### src/rtl/noise_arbiter.sv
// Round-robin arbiter sharing the noise-level select `s` between requesters A and B.
// A granted level is held for DWELL cycles, then one GAP cycle returns `s` to IDLE_LEVEL before rearbitration.
module noise_arbiter #(
  parameter int unsigned DWELL      = 16,
  parameter logic [2:0]  IDLE_LEVEL = 3'b000
) (
  input  logic       clk,
  input  logic       rst,
  input  logic       req_a,
  input  logic [2:0] lvl_a,
  input  logic       req_b,
  input  logic [2:0] lvl_b,
  output logic [2:0] s,
  output logic [1:0] grant,
  output logic [1:0] done,
  output logic       busy
);

  typedef enum logic [1:0] {
    IDLE = 2'd0,
    HOLD = 2'd1,
    GAP  = 2'd2
  } state_t;

  localparam logic [7:0] CNT_LOAD = 8'(DWELL - 1);

  state_t     state, state_nx;
  logic [7:0] cnt, cnt_nx;
  logic [2:0] s_nx;
  logic [1:0] grant_nx, done_nx;
  logic       last_b, last_b_nx;   // 1 when B held the most recent grant
  logic       pick_b;
  logic       owner_req;
  logic       expired;

  // On a tie, the requester that did not hold the previous grant wins.
  assign pick_b    = req_b && (!req_a || !last_b);
  assign owner_req = grant[1] ? req_b : req_a;
  assign expired   = (cnt == 8'd0);
  assign busy      = (state != IDLE);

  always_comb begin
    // NOTE: every output of this block gets a default first, so no path can leave one unassigned and infer a latch.
    state_nx  = state;
    cnt_nx    = cnt;
    s_nx      = s;
    grant_nx  = grant;
    done_nx   = 2'b00;
    last_b_nx = last_b;

    unique case (state)
      IDLE: begin
        if (req_a || req_b) begin
          state_nx = HOLD;
          grant_nx = pick_b ? 2'b10 : 2'b01;
          s_nx     = pick_b ? lvl_b : lvl_a;
          cnt_nx   = CNT_LOAD;
        end
      end

      HOLD: begin
        // Expiry takes priority over an abort in the same cycle, so done still pulses.
        if (expired || !owner_req) begin
          state_nx  = GAP;
          grant_nx  = 2'b00;
          s_nx      = IDLE_LEVEL;
          cnt_nx    = 8'd0;
          done_nx   = expired ? grant : 2'b00;
          last_b_nx = grant[1];
        end else begin
          cnt_nx = cnt - 8'd1;
        end
      end

      GAP: begin
        state_nx = IDLE;
      end

      default: begin
        state_nx = IDLE;
        grant_nx = 2'b00;
        s_nx     = IDLE_LEVEL;
        cnt_nx   = 8'd0;
      end
    endcase
  end

  // Reset is sampled on the clock edge and overrides everything, including an in-flight grant.
  always_ff @(posedge clk) begin
    // NOTE: state registers use non-blocking assignments so every flop samples pre-edge values regardless of statement order.
    if (!rst) begin
      state  <= IDLE;
      cnt    <= 8'd0;
      s      <= IDLE_LEVEL;
      grant  <= 2'b00;
      done   <= 2'b00;
      last_b <= 1'b1;
    end else begin
      state  <= state_nx;
      cnt    <= cnt_nx;
      s      <= s_nx;
      grant  <= grant_nx;
      done   <= done_nx;
      last_b <= last_b_nx;
    end
  end

endmodule

### config.mk
export PLATFORM = sky130hd
export DESIGN_NAME = noise_arbiter
export DESIGN_NICKNAME = d
export VERILOG_FILES = /design/src/rtl/noise_arbiter.sv
export SDC_FILE = /design/constraint.sdc
export NUM_CORES = 1
export LEC_CHECK = 0
export ABC_CLOCK_PERIOD_IN_PS = 1700
export CORE_UTILIZATION = 44
export DETAILED_ROUTE_END_ITERATION = 10
export HOLD_SLACK_MARGIN = 0.05
export PLACE_DENSITY = 0.75
export SLEW_MARGIN = 20
export SYNTH_ARGS = -nofsm -noshare
export SYNTH_HDL_FRONTEND = slang
export SYNTH_SLANG_ARGS = --single-unit
### constraint.sdc
create_clock -name clk -period 1.7 [get_ports clk]
set_input_delay 0.51 -clock clk [delete_from_list [all_inputs] [get_ports clk]]
set_output_delay 0.51 -clock clk [all_outputs]
set_load 0.02 [all_outputs]
# Word-level counts from Yosys, hierarchy flattened
# Index checks and enable logic that the tools add are counted.
# classes
n_addsub	1
n_mul	0
div	0
order_cmp	0
eq_ne	4
n_shift	0
mux	15
n_bitwise	1
reduce_logical	15
# op_table
operator	count
one-hot mux 8 bit (3 select lines)	1
two-way mux 8 bit	2
two-way mux 2 bit	5
two-way mux 3 bit	3
one-hot mux 3 bit (3 select lines)	1
zero test 8 bit	1
subtractor 8 x 1 -> 8 bit (second input constant)	1
one-hot mux 2 bit (3 select lines)	1
AND reduction 2 bit	3
!= test 2 bit (second input constant)	2
one-hot mux 2 bit (2 select lines)	1
AND reduction 4 bit	1
zero test 1 bit	3
logical OR 1 bit	3
AND reduction 3 bit	1
== test 2 x 1 -> 1 bit (second input constant)	1
== test 2 bit (second input constant)	1
zero test 2 bit	1
nonzero test 2 bit	1
logical AND 1 bit	1
two-way mux 1 bit	1
NOT 1 bit	1
# totals
register_bits	18
latchBits	0
ramBits	0
mem_bits_ro	0
input_bits	10
out_inout_bits	8
wordCells	42
mem_count	0

# Longest topological paths before layout
# logic_depth
ltp_word	6
ltp_mapped	6
depth_no_buf	6

# Least setup slack after synthesis
# Ideal clock, no wire load.
# synth_timing
path_kind	reg-to-reg
from	reg cnt[0]
to	reg last_b
setup_ps	114
arrival_time_ps	1738
required_time_ps	1586
setup_slack_ps	-152
stages_incl_launch_ff	7
n_path_buf	0
synth_period_minus_slack_ps	1852
path_cell_list	dfxtp_1 -> inv_1 -> ha_1 -> or4b_4 -> or2_4 -> a211o_1 -> a21o_1
# synth_via
elab_chain_len	3
# synth_rtl
item	line_no	rtl
start, declared	28	logic [7:0] cnt, cnt_nx;
start signal, assigned	100	cnt <= cnt_nx;
zero test 8 bit	39	assign expired = (cnt == 8'd0);
logical OR 1 bit	63	if (expired || !owner_req) begin
AND reduction 2 bit (no source line)	--	
end signal, assigned	104	last_b <= last_b_nx;
end, declared	31	logic last_b, last_b_nx;
# No other way between the ends.
# A chain may end at the register's enable or synchronous reset.

# Final worst setup path
# layout_timing
from	reg cnt[1]
to	reg last_b
# The elaborated chain is that of the path after synthesis.

==> flow_metrics.py <==
metrics = {
    "drt": {
        "routed.top_layer": "met4",
        "wl_met1_um": 987,
        "wl_met3_um": 141,
        "drc": 0,
        "routed_wl_mm": 2.22,
        "wl_met2_mm": 1.08,
        "dr.pass1.iters": 4,
        "final_antenna_net_count": 0,
        "routedWlPerCell_um": 13.4,
        "first_iter_violations": 46,
        "viasPerCell": 5.50,
        "dr_total_vias": 908,
    },
    "timing": {
        "setup_tns_ns": -0.0384,
        "tightest_slew_ns": 0.383,
        "post-route-min-period_ns": 1.74,
        "max_freq_mhz": 575,
        "rsz0062_at_grt": "true",
        "fin_ws_ns": -0.0384,
        "finalHoldViolCount": 0,
        "worst_clock_skew_ns": 0.00164,
        "period_share": 1.02,
        "slew_headroom": 0.742,
        "setup_viol": 1,
        "finalMaxSlewViolations": 0,
    },
    "synth": {
        "syn_avg_cell_area_sq_um": 8.72,
        "async_flop_share": 0,
        "synth_cells": 102,
        "ys_seq_area_frac": 0.405,
        "syn_area_sq_um": 890,
        "synthFlopType": "dfxtp_1",
        "synth_cell_types": 33,
        "yosysTopAreaCellShare": 0.405,
        "synthTopCellsByArea": "dfxtp_1 41%, nor2_1 5.5%, a21oi_1 5.1%, xor2_1 4.9%, mux2i_1 3.4%",
        "yosys_warnings": 0,
        "yosysTopAreaCell": "dfxtp_1",
        "synth-edff-count": 0,
        "synth_nets": 113,
        "ys_ff_latch": 18,
    },
    "finish": {
        "n_antenna_cell": 0,
        "nets": 152,
        "layout-drive-gt1-share": 0.300,
        "nFillCells": 140,
        "syn_to_final_growth_pct": 46.8,
        "final_util": 0.725,
    },
    "die": {
        "start_util": 0.494,
        "num_rows": 15,
        "ioPinCount": 18,
        "die_w_um": 47.0,
        "core_sq_um": 1800,
        "dieArea_sq_um": 2210,
        "fp.dieH_um": 47.0,
    },
    "worst_setup_path": {
        "start_kind": "flop",
        "path_buf_inv": 2,
        "worstPathCellList": "inv_2 > ha_4 > or4b_4 > or2_4 > buf_4 > a31oi_4 > a21o_1",
        "crit_fanout": 4,
        "crit_type": "flop to flop",
        "crit_slowest_cell": "or4b_4",
        "endpoint_kind": "flop",
        "max_stage_delay_ns": 0.47,
        "cp_data_required_time_ns": 1.95,
        "worstPathArrival_ns": 1.99,
        "cp_top_family": "simple AND/OR/NAND/NOR gates",
    },
    "run_status": {
        "violations": "setup timing",
        "status": "finished, violations left",
    },
    "power": {
        "p_leak_nw": 0.555,
        "ir_drop_mv": 0.591,
        "power_density_nw_per_um2": 919,
        "p_total_mw": 1.20,
    },
    "flow_run": {
        "maxCapViolations": 0,
    },
    "grt": {
        "grt_max_degree": 16,
        "antenna_found_initial": 0,
        "grt_pass1_wl_mm": 3.41,
        "grt_pass1_vias": 807,
        "grt.total_usage": 0.221,
        "grt_overflow_total": 0,
    },
    "clocking": {
        "clk_pin_slew_worst_paths_ns": 0.11,
        "clock_latency_ns": 0.29,
        "ctsRootBufferMaster": "clkbuf_4",
        "numClockSinks": 18,
        "htree_levels": 1,
        "cts_tree": "built",
        "cts_made_buffers": 3,
        "cts_setup_buffers": 0,
        "cts.path.max_buffers": 2,
    },
    "place": {
        "place_ws_ns": -0.444,
        "numPortBuffers": 17,
        "gp_congestion": 0.800,
        "place_hpwl_mm": 1.54,
    },
    "worst_hold_path": {
        "hold_path_class": "flop to flop",
    },
}
[repair_timing]
item | CTS | global route
hold buffers | 0 | 0
resized for setup | 15 | 8
gates cloned | 0 | 0
setup endpoints to repair | 17 | 7
pin swaps | 1 | 2
[metrics by stage]
stage / std cells / instance area [sq um] / hold slack [ns]
5_1_grt: 165 / 1310 / 0.517
6_report: 165 / 1310 / 0.463
3_3_place_gp: 161 / 1240 / 0.443
2_1_floorplan: 102 / 905 / 0.480
3_5_place_dp: 161 / 1240 / 0.456
4_1_cts: 165 / 1290 / 0.467
[metal layers]
metal,global-route usage,vias to the layer above
met5,0,-
met4,0.0857,0
met3,0.0346,2
met2,0.358,34
met1,0.296,432
li1,-,440
[cell families after synthesis]
logic type / share of synthesized area
XOR/XNOR: 0.0591
multiplexers: 0.0464
flip-flops: 0.405
adder cells (fa/ha/maj): 0.0141
AO/OA/AOI/OAI: 0.242
buffers and inverters: 0.0380
AND/OR/NAND/NOR: 0.196
[worst register-to-register path, delay by kind of cell, from the launching register on]
family,cells,cell delay (ns)
compound gates,2,0.29
fa+ha+maj,1,0.13
simple gates,2,0.72
flops,1,0.34
buf+inv,2,0.22
[where the power goes]
group          switching, mW  internal [mW]
combinational          0.220          0.219
clock                  0.141          0.130
sequential            0.0274          0.463
total                  0.388          0.812
[cells in the mapped netlist, types with 3 or more instances]
master    count
dfxtp_1      18
nor2_1       13
a21oi_1       9
inv_1         7
nand2_1       5
nor3_1        5
xor2_1        5
o21bai_1      4
mux2i_1       3
o211ai_1      3
o21ai_0       3
or4_1         3
[cell usage in the layout, fill, tap and decap left out, drive strengths merged, types with 2 or more instances in the layout]
master / count
buf: 20
dfxtp: 18
nor2: 13
a21oi: 9
dlygate4sd2: 9
clkdlybuf4s50: 7
inv: 7
nor3: 5
xor2: 5
nand2: 5
o21bai: 4
clkbuf: 4
o21ai: 4
o211ai: 3
mux2i: 3
or4: 3
o2111ai: 2
nand2b: 2
or2: 2
[final timing paths]
check	startpoint	endpoint	slack (ns)	cells after the start
setup / recovery	cnt[1]	last_b	-0.04	7
hold / removal	grant[0]	done[0]	0.46	2
setup reg to reg	cnt[1]	last_b	-0.04	7
hold reg to reg	grant[0]	done[0]	0.46	2
[flip-flops by register name, indices dropped and copies added, names as in the netlist]
register	flops
cnt	8
done	2
grant	2
last_b	1
s	3
state	2
[cell type report]
type | instances | area [sq um] | area share
Clock buffer | 4 | 36.3 | 0.0278
Inverter | 7 | 26.3 | 0.0201
Tap cell | 25 | 31.3 | 0.0239
Timing Repair Buffer | 36 | 300 | 0.230
Sequential cell | 18 | 363 | 0.278
Multi-Input combinational cell | 75 | 549 | 0.420
No activity file was read; power rests on OpenSTA's default activity.
